==> config.mk <==
export PLATFORM = sky130hd
export DESIGN_NAME = pipe_sel_mux
export DESIGN_NICKNAME = d
export VERILOG_FILES = /design/src/rtl/pipe_sel_mux.sv
export SDC_FILE = /design/constraint.sdc
export NUM_CORES = 1
export LEC_CHECK = 0
export BUFFER_PORTS_ARGS = -buffer_cell sky130_fd_sc_hd__clkbuf_2
export CORE_UTILIZATION = 43
export DETAILED_ROUTE_END_ITERATION = 10
export GPL_ROUTABILITY_DRIVEN = 0
export PLACE_DENSITY = 0.77
export SLEW_MARGIN = 20
export SYNTH_ARGS = -nofsm -noshare
export SYNTH_HDL_FRONTEND = slang
export SYNTH_SLANG_ARGS = --single-unit
==> constraint.sdc <==
create_clock -name clk -period 1.8 [get_ports clk]
set_clock_uncertainty 0.2 [all_clocks]
set_input_delay 0.36 -clock clk [delete_from_list [all_inputs] [get_ports clk]]
set_output_delay 0.36 -clock clk [all_outputs]
set_load 0.005 [all_outputs]
==> src/rtl/pipe_sel_mux.sv <==
// rtl/pipe_sel_mux.sv - N:1 registered selector with valid/ready skid buffer
// Main register drives the outputs; the skid register absorbs one word of backpressure.
module pipe_sel_mux #(
  parameter int                WIDTH     = 32,
  parameter int                NSRC      = 4,
  parameter int                SELW      = $clog2(NSRC),
  parameter logic [WIDTH-1:0]  FORCE_VAL = {WIDTH{1'b1}},
  parameter int                CNTW      = 16
) (
  input  logic                  clk,
  input  logic                  rst_n,
  input  logic                  in_valid,
  output logic                  in_ready,
  input  logic [SELW-1:0]       sel,
  input  logic                  force_en,
  input  logic [NSRC*WIDTH-1:0] in_data,
  output logic                  out_valid,
  input  logic                  out_ready,
  output logic [WIDTH-1:0]      out_data,
  output logic                  out_err,
  output logic [CNTW-1:0]       xfer_cnt
);

  typedef enum logic [1:0] {EMPTY, ONE, FULL} state_t;

  state_t             state, state_nx;
  logic [WIDTH-1:0]   sel_data, cap_data, skid_data;
  logic               hit, cap_err, skid_err;
  logic               accept, emit;
  logic               load_main, main_from_skid, load_skid;

  assign accept = in_valid & in_ready;
  assign emit   = out_valid & out_ready;

  // Out-of-range selects (only possible when NSRC is not a power of two) never hit.
  always_comb begin
    sel_data = '0;
    hit      = 1'b0;
    for (int k = 0; k < NSRC; k++) begin
      if (sel == SELW'(k)) begin
        sel_data = in_data[k*WIDTH +: WIDTH];
        hit      = 1'b1;
      end
    end
    cap_data = force_en ? FORCE_VAL : sel_data;
    cap_err  = !force_en && !hit;
  end

  always_comb begin
    state_nx       = state;
    load_main      = 1'b0;
    main_from_skid = 1'b0;
    load_skid      = 1'b0;
    case (state)
      EMPTY: begin
        if (accept) begin
          state_nx  = ONE;
          load_main = 1'b1;
        end
      end
      ONE: begin
        if (accept && emit) begin
          load_main = 1'b1;
        end else if (accept) begin
          state_nx  = FULL;
          load_skid = 1'b1;
        end else if (emit) begin
          state_nx = EMPTY;
        end
      end
      FULL: begin
        if (emit) begin
          state_nx       = ONE;
          load_main      = 1'b1;
          main_from_skid = 1'b1;
        end
      end
      default: state_nx = EMPTY;
    endcase
  end

  // Handshake flags are registered copies of the next state, so in_ready never depends on out_ready.
  always_ff @(posedge clk) begin
    if (!rst_n) begin
      state     <= EMPTY;
      out_valid <= 1'b0;
      in_ready  <= 1'b1;
      out_data  <= '0;
      out_err   <= 1'b0;
      skid_data <= '0;
      skid_err  <= 1'b0;
      xfer_cnt  <= '0;
    end else begin
      state     <= state_nx;
      out_valid <= (state_nx != EMPTY);
      in_ready  <= (state_nx != FULL);
      if (load_main) begin
        out_data <= main_from_skid ? skid_data : (cap_err ? '0 : cap_data);
        out_err  <= main_from_skid ? skid_err  : cap_err;
      end
      if (load_skid) begin
        skid_data <= cap_err ? '0 : cap_data;
        skid_err  <= cap_err;
      end
      if (accept) xfer_cnt <= xfer_cnt + 1'b1;
    end
  end

endmodule

==> impl_results.md, run 1 <==
* Clock Pin Slew Worst Setup and Hold Paths at 0.09 ns
* Relative slew margins at 75.7%
* Fraction of layout cells with a size suffix above 1 at 48.0%
* Fmax at 579 MHz
* Fin nets at 784
* Final slew viol count at 0
* Crit end category: flip-flop
* EDFF count, synth at 0
* Final Cycle Share at 96.0%
* Leading area contributor after synthesis: dfxtp_1
* Area Growth Syn to Fin at 38.2%
* Number of global-route vias before repair at 4,011
* Crit path DAT at 1.77 ns
* Congestion Overflow GR at 0
* Hold_sp: out_ready
* Hold depth at 4
* R2R Path End: out_data[21]$_SDFFE_PN0P_
* CTS tree: yes
* GRT Total Usage at 22.3%
* # rows at 35
* Commonest non-fill, non-tap cell in the layout: clkbuf_2
* Pre-CTS WS at -0.176 ns
* Pre-antenna DRT Iters at 4
* Peak supply drop at 0.352 mV
* Layout fillers at 816
* Setup Fix Bufs, Post-CTS at 0
* Syn Nets at 576
* PwrDens at 749 mW/mm^2
* Clock Sinks at 86
* Routed WL at 11,200 um
* Startpoint types: flip-flop
* Die area at 0.0101 sq mm
* Hold buffers post-CTS at 0
* Critical Path RT at 1.84 ns
* Longest Clk Path Bufs at 2
* RSZ-0062 raised after global routing: false
* # IOs at 186
* CP max-delay cell: dfxtp_1
* Starting Density at 44.8%
* Setup CP Type: reg2reg
* Register bit total from synthesis at 86
* Hold WC Path Type: in2reg
* Least-Margin Pin Slew at 0.361 ns
* Crit-path cells: nand4b_1 -> o211a_1 -> and2_1 -> buf_12 -> a22o_1
* Clock H-tree levels at 3
* Max incr delay on CP at 0.44 ns
* Final instance area at 0.00578 sq mm
* Reg2reg start: state[1]$_SDFF_PN0_
* Antenna violations before repair at 0
* Ys flop type: dfxtp_1
* CP max FO at 24
* Port buffer count at 185
* Max-cap violations at 0
* Dominant cells by area after synthesis: dfxtp_1 41%, mux4_2 17%, a21oi_1 8.7%
* Status: finished, final reports clean
* CP delay by family, top: flip-flops
* R2R Setup Slk at 0.07 ns
* Setup WS post-layout at 0.0725 ns
* Pin count of the biggest net entering global routing at 46
* Drc violations at 0
* Clock latency on the worst-skew pair at 0.35 ns
* Most frequent cells in the layout: 185 x clkbuf_2, 85 x dfxtp_1, 73 x a21oi_1, 48 x nor2_1, 40 x buf_4
* Ys async rst share at 0%
* Mapped Area at 0.00418 sq mm
* Worst hold endpoint: state[1]$_SDFF_PN0_
* Core ar. at 0.00933 sq mm
* Root buffer cell: clkbuf_8
* Seq/Total Area, Yosys at 41.2%
* Number of inserted diodes at 0
* YS warnings at 0
* Mapped Cells at 440
* 1st-iter DRT viols at 116
* Die X at 101 um
* First-pass GRT wire length at 18,000 um
* Detail Route Antenna Nets at 0
* WL per Instance at 14.3 um
* Post-place instance area at 0.00562 sq mm
* Worst R2R Path Depth at 5
* Min Tclk post-route at 1.73 ns
* Via density at 5.37
* DIE HEIGHT at 101 um
* Vias after detailed routing at 4,195
* Post_cts resized at 0
* Netlist cell types at 36
* Critical path startpoint: state[1]$_SDFF_PN0_
* Buffers and inverters on the worst path at 1
* P_leak at 2.65 nW
* Synthesized area per cell at 9.50 sq um
* Yosys top cell area share at 41.2%
* CTS buffer count at 9
* Hold Vio Cnt, Final at 0
* Setup violators final at 0
* Final HPWL DP at 8530 um
## per-layer routing
| metal | track usage, % | part of all wire, % | up-vias |
|---|---|---|---|
| li1 | - | - | 2034 |
| met1 | 26.4 | 42 | 1989 |
| met2 | 41.2 | 52 | 164 |
| met3 | 3.88 | 5.5 | 8 |
| met4 | 6.69 | 0.64 | 0 |
| met5 | 0 | 0 | - |
## synthesized netlist by cell type, types with 2 or more instances
cell	instances
o21a_1	2
a22o_1	32
and4_1	2
dfxtp_1	86
and2_1	2
nor2_1	79
nand2_1	11
nand2b_1	2
inv_1	4
buf_1	5
buf_2	9
o21ai_0	35
nand4_1	5
mux2i_1	2
or3_1	3
nor3_1	5
nand3_1	7
mux4_2	32
buf_6	6
xnor2_1	7
xor2_1	2
clkbuf_1	16
a21oi_1	73
## area by class of cell
type | instances | area [sq um] | share of cell area [%]
Multi-Input combinational cell | 313 | 2330 | 40.4
Sequential cell | 86 | 1720 | 29.8
Timing Repair Buffer | 233 | 1390 | 24.0
Tap cell | 129 | 161 | 2.79
Clock buffer | 10 | 128 | 2.21
Clock inverter | 5 | 27.5 | 0.476
Inverter | 5 | 18.8 | 0.325
## stage by stage
| stage | util (%) | hold WS [ns] | cells | TNS (ns) | total power, mW |
|---|---|---|---|---|---|
| 2_1_floorplan | - | 0.225 | 440 | 0 | 2.76 |
| 3_3_place_gp | 60.3 | 0.236 | 766 | -3.90 | 3.19 |
| 3_5_place_dp | 60.3 | 0.242 | 766 | -4.89 | 3.22 |
| 4_1_cts | 61.9 | 0.162 | 781 | 0 | 4.37 |
| 5_1_grt | 61.9 | 0.235 | 781 | 0 | 4.55 |
| 6_report | 61.9 | 0.201 | 781 | 0 | 4.33 |
## worst min-delay path, cell delays in order
cell	delay, ns
clkbuf_2	0.11
nand2_1	0.10
nand2_1	0.08
nor2_1	0.05
## state kept, by name, summed over array words and instances, names as in the netlist
name	cells
out_data	32
skid_data	32
xfer_cnt	16
state	2
in_ready	1
out_err	1
out_valid	1
skid_err	1
## cells by family after synthesis
| group | Yosys count | synth area share (%) |
|---|---|---|
| buffers and inverters | 41 | 5.03 |
| xor gates and xnor gates | 9 | 1.89 |
| and+or+nand+nor | 125 | 13.5 |
| adders and majority gates | 1 | 0.299 |
| DFF | 86 | 41.2 |
| AOI/OAI and AO/OA | 144 | 20.4 |
| muxes | 34 | 17.7 |
## worst max-delay path by stage
stage,to,slack (ns),depth (start not counted)
2_1_floorplan,out_data[1]$_SDFFE_PN0P_,0.006,6
3_3_place_gp,out_data[30]$_SDFFE_PN0P_,-0.19,6
3_5_place_dp,out_data[30]$_SDFFE_PN0P_,-0.18,6
4_1_cts,out_data[22]$_SDFFE_PN0P_,0.007,5
5_1_grt,out_data[12]$_SDFFE_PN0P_,0.002,6
6_report,out_data[21]$_SDFFE_PN0P_,0.07,5
## report_power, final
group	internal (mW)	switching (mW)	total (mW)
logic	0.558	0.434	0.991
clock network	0.485	0.665	1.15
registers	2.08	0.105	2.19
total	3.12	1.20	4.33
(Power assumes the default switching activity.)
==> run 2, diff against run 1 <==
--- a/config.mk
+++ b/config.mk
@@ -9,6 +9,7 @@
 export CORE_UTILIZATION = 43
 export DETAILED_ROUTE_END_ITERATION = 10
 export GPL_ROUTABILITY_DRIVEN = 0
+export GPL_TIMING_DRIVEN = 0
 export PLACE_DENSITY = 0.77
 export SLEW_MARGIN = 20
 export SYNTH_ARGS = -nofsm -noshare
==> run 2 against run 1 <==
  * Final area fell by 1.0%
  * Combinational power fell by 0.4%
  * Sequential power barely moved
  * Wire length rose by 5.9%
  * Core utilization fell by 0.62 points
  * Critical path type unchanged
  * Critical endpoint is now out_data[10]$_SDFFE_PN0P_
  * Largest cell class unchanged
  * Largest power group unchanged
  * Highest routed layer unchanged
==> impl_results.md, run 2 (synthesis results as in run 1) <==
* Core ar. at 0.00933 sq mm (unchanged)
* Clock Pin Slew Worst Setup and Hold Paths at 0.09 ns (about the same)
* DIE HEIGHT at 101 um (unchanged)
* CP max-delay cell: dfxtp_4
* Max incr delay on CP at 0.34 ns (-0.10 ns)
* Grt met3 use at 3.81% (-0.069 points)
* Status: finished, final reports clean
* Hold_ws at 0.198 ns (-0.00306 ns)
* Crit end category: flip-flop
* CTS buffer count at 9 (unchanged)
* Die area at 0.0101 sq mm (unchanged)
* Crit path DAT at 1.79 ns (+0.02 ns)
* Pre-antenna DRT Iters at 5 (+1)
* Setup CP Type: reg2reg
* Area Growth Syn to Fin at 36.8%
* Hold WC Path Type: in2reg
* Setup WS post-layout at 0.0409 ns (-0.0316 ns)
* GRT Total Usage at 24.0% (+1.7 points)
* Fin nets at 777 (-0.89%)
* Worst R2R Path Depth at 6 (+1)
* Hold_sp: in_valid
* Pin count of the biggest net entering global routing at 15 (-67%)
* Longest Clk Path Bufs at 2 (unchanged)
* Root buffer cell: clkbuf_8
* # IOs at 186 (unchanged)
* Port buffer count at 184 (-0.54%)
* Hold Vio Cnt, Final at 0 (unchanged)
* Clock latency on the worst-skew pair at 0.34 ns (about the same)
* Setup violators final at 0 (unchanged)
* Layout fillers at 862 (+5.6%)
* Final Cycle Share at 97.7% (+1.8 points)
* # rows at 35 (unchanged)
* Max-cap violations at 0 (unchanged)
* Hold depth at 3 (-1)
* Fmax at 568 MHz (-1.8%)
* CP max FO at 10 (-58%)
* Footprint of the multi-input gates at 0.00237 sq mm (+1.7%)
* Top Registers: out_data x32, skid_data x32, xfer_cnt x16
* Peak supply drop at 0.366 mV (+4.1%)
* Clock Sinks at 86 (unchanged)
* M1 GR Usage at 30.4% (+3.9 points)
* R2R Setup Slk at 0.04 ns (-0.03 ns)
* Commonest non-fill, non-tap cell in the layout: clkbuf_2
* PwrDens at 792 mW/mm^2 (+5.7%)
* Antenna violations before repair at 0 (unchanged)
* Min Tclk post-route at 1.76 ns (+0.0316 ns)
* Most frequent cells in the layout: 193 x clkbuf_2, 79 x dfxtp_1, 73 x a21oi_1, 47 x nor2_1, 35 x o21ai_0
* Number of global-route vias before repair at 3,967 (-1.1%)
* Final slew viol count at 0 (unchanged)
* Clock H-tree levels at 3 (unchanged)
* Starting Density at 44.8% (unchanged)
* GR Util met2 at 42.1% (+0.95 points)
* First-pass GRT wire length at 19,000 um (+5.9%)
* Least-Margin Pin Slew at 0.706 ns (+0.346 ns)
* WL per Instance at 15.3 um (+6.8%)
* Post-place instance area at 0.00536 sq mm (-4.7%)
* Routed WL at 11,800 um (+5.9%)
* Worst hold endpoint: xfer_cnt[1]$_SDFFE_PN0P_
* Pre-CTS WS at -0.461 ns (-0.284 ns)
* Congestion Overflow GR at 0 (unchanged)
* Global routing's busiest layer: met2
* P_leak at 2.59 nW (-2.5%)
* Die X at 101 um (unchanged)
* Final instance area at 0.00572 sq mm (-1.0%)
* RSZ-0062 raised after global routing: true
* Number of inserted diodes at 0 (unchanged)
* Crit-path cells: buf_4 -> nand4bb_4 -> o211a_1 -> and2_4 -> buf_8 -> a22o_1
* Sequential cell area at 0.00174 sq mm (+0.73%)
* R2R Path End: out_data[10]$_SDFFE_PN0P_
* Relative slew margins at 52.9% (-23 points)
* Drc violations at 0 (unchanged)
* Via density at 5.35 (-0.31%)
* Critical Path RT at 1.83 ns (about the same)
* Final HPWL DP at 8940 um (+4.8%)
* Startpoint types: flip-flop
* Detail Route Antenna Nets at 0 (unchanged)
* CTS tree: yes
* Reg2reg start: state[0]$_SDFF_PN0_
* Vias after detailed routing at 4,150 (-1.1%)
* Fraction of layout cells with a size suffix above 1 at 48.1% (+0.14 points)
* 1st-iter DRT viols at 140 (+21%)
run 2: cell types whose count changed in the layout (fill, tap and decap cells not counted), moves of 2 or more:
cell      delta
buf_4       -28
buf_12       -8
clkbuf_2     +8
buf_8        +6
clkbuf_1     +6
dfxtp_1      -6
dfxtp_2      +4
buf_2        +3
buf_6        +3
dfxtp_4      +2
run 2: area by class of cell:
| cell class | count | area share, % |
|---|---|---|
| Buffer | 35 | 4.53 |
| Clock buffer | 10 | 2.41 |
| Clock inverter | 6 | 1.07 |
| Inverter | 5 | 0.328 |
| Multi-Input combinational cell | 313 | 41.5 |
| Sequential cell | 86 | 30.3 |
| Tap cell | 129 | 2.82 |
| Timing Repair Buffer | 191 | 17.0 |
run 2: worst max-delay path, delay by kind of cell (launching register included):
| family | cells | cell delay, ns |
|---|---|---|
| buffers and inverters | 2 | 0.28 |
| AO/OA/AOI/OAI | 2 | 0.42 |
| AND/OR/NAND/NOR | 2 | 0.42 |
| flip-flops | 1 | 0.34 |
run 2: repair_timing:
| action | CTS | global route |
|---|---|---|
| setup buffers | 2 | 5 |
| pin swaps | 2 | 6 |
| hold buffers | 0 | 0 |
| endpoints found under the setup margin | 64 | 63 |
| gates resized for setup | 21 | 30 |
run 2: where the power goes:
group          switching (mW)  internal, mW
Clock                   0.682         0.675
Combinational           0.447         0.540
Sequential              0.104          2.08
Total                    1.23          3.29
run 2: worst max-delay path by stage:
stage	startpoint	to	depth (start not counted)
6_report	state[0]$_SDFF_PN0_	out_data[10]$_SDFFE_PN0P_	6
2_1_floorplan	sel[0]	out_data[1]$_SDFFE_PN0P_	6
3_5_place_dp	sel[1]	out_data[0]$_SDFFE_PN0P_	6
5_1_grt	state[0]$_SDFF_PN0_	out_data[10]$_SDFFE_PN0P_	5
4_1_cts	state[0]$_SDFF_PN0_	out_data[13]$_SDFFE_PN0P_	6
3_3_place_gp	sel[1]	out_data[0]$_SDFFE_PN0P_	6
run 2: stage by stage:
step	utilization [%]	setup TNS, ns	total power, mW	cells
2_1_floorplan	-	0	2.76	440
3_3_place_gp	57.4	-14.87	3.13	753
3_5_place_dp	57.4	-18.01	3.16	753
4_1_cts	60.1	0	4.52	770
5_1_grt	61.3	-0.417	4.76	775
6_report	61.3	0	4.53	775
run 2: layer usage:
layer  vias up  routed length [um]
met3        14                 657
met4         0                 191
met5         -                   0
met2       168                6000
met1      1939                4990
li1       2029                   -
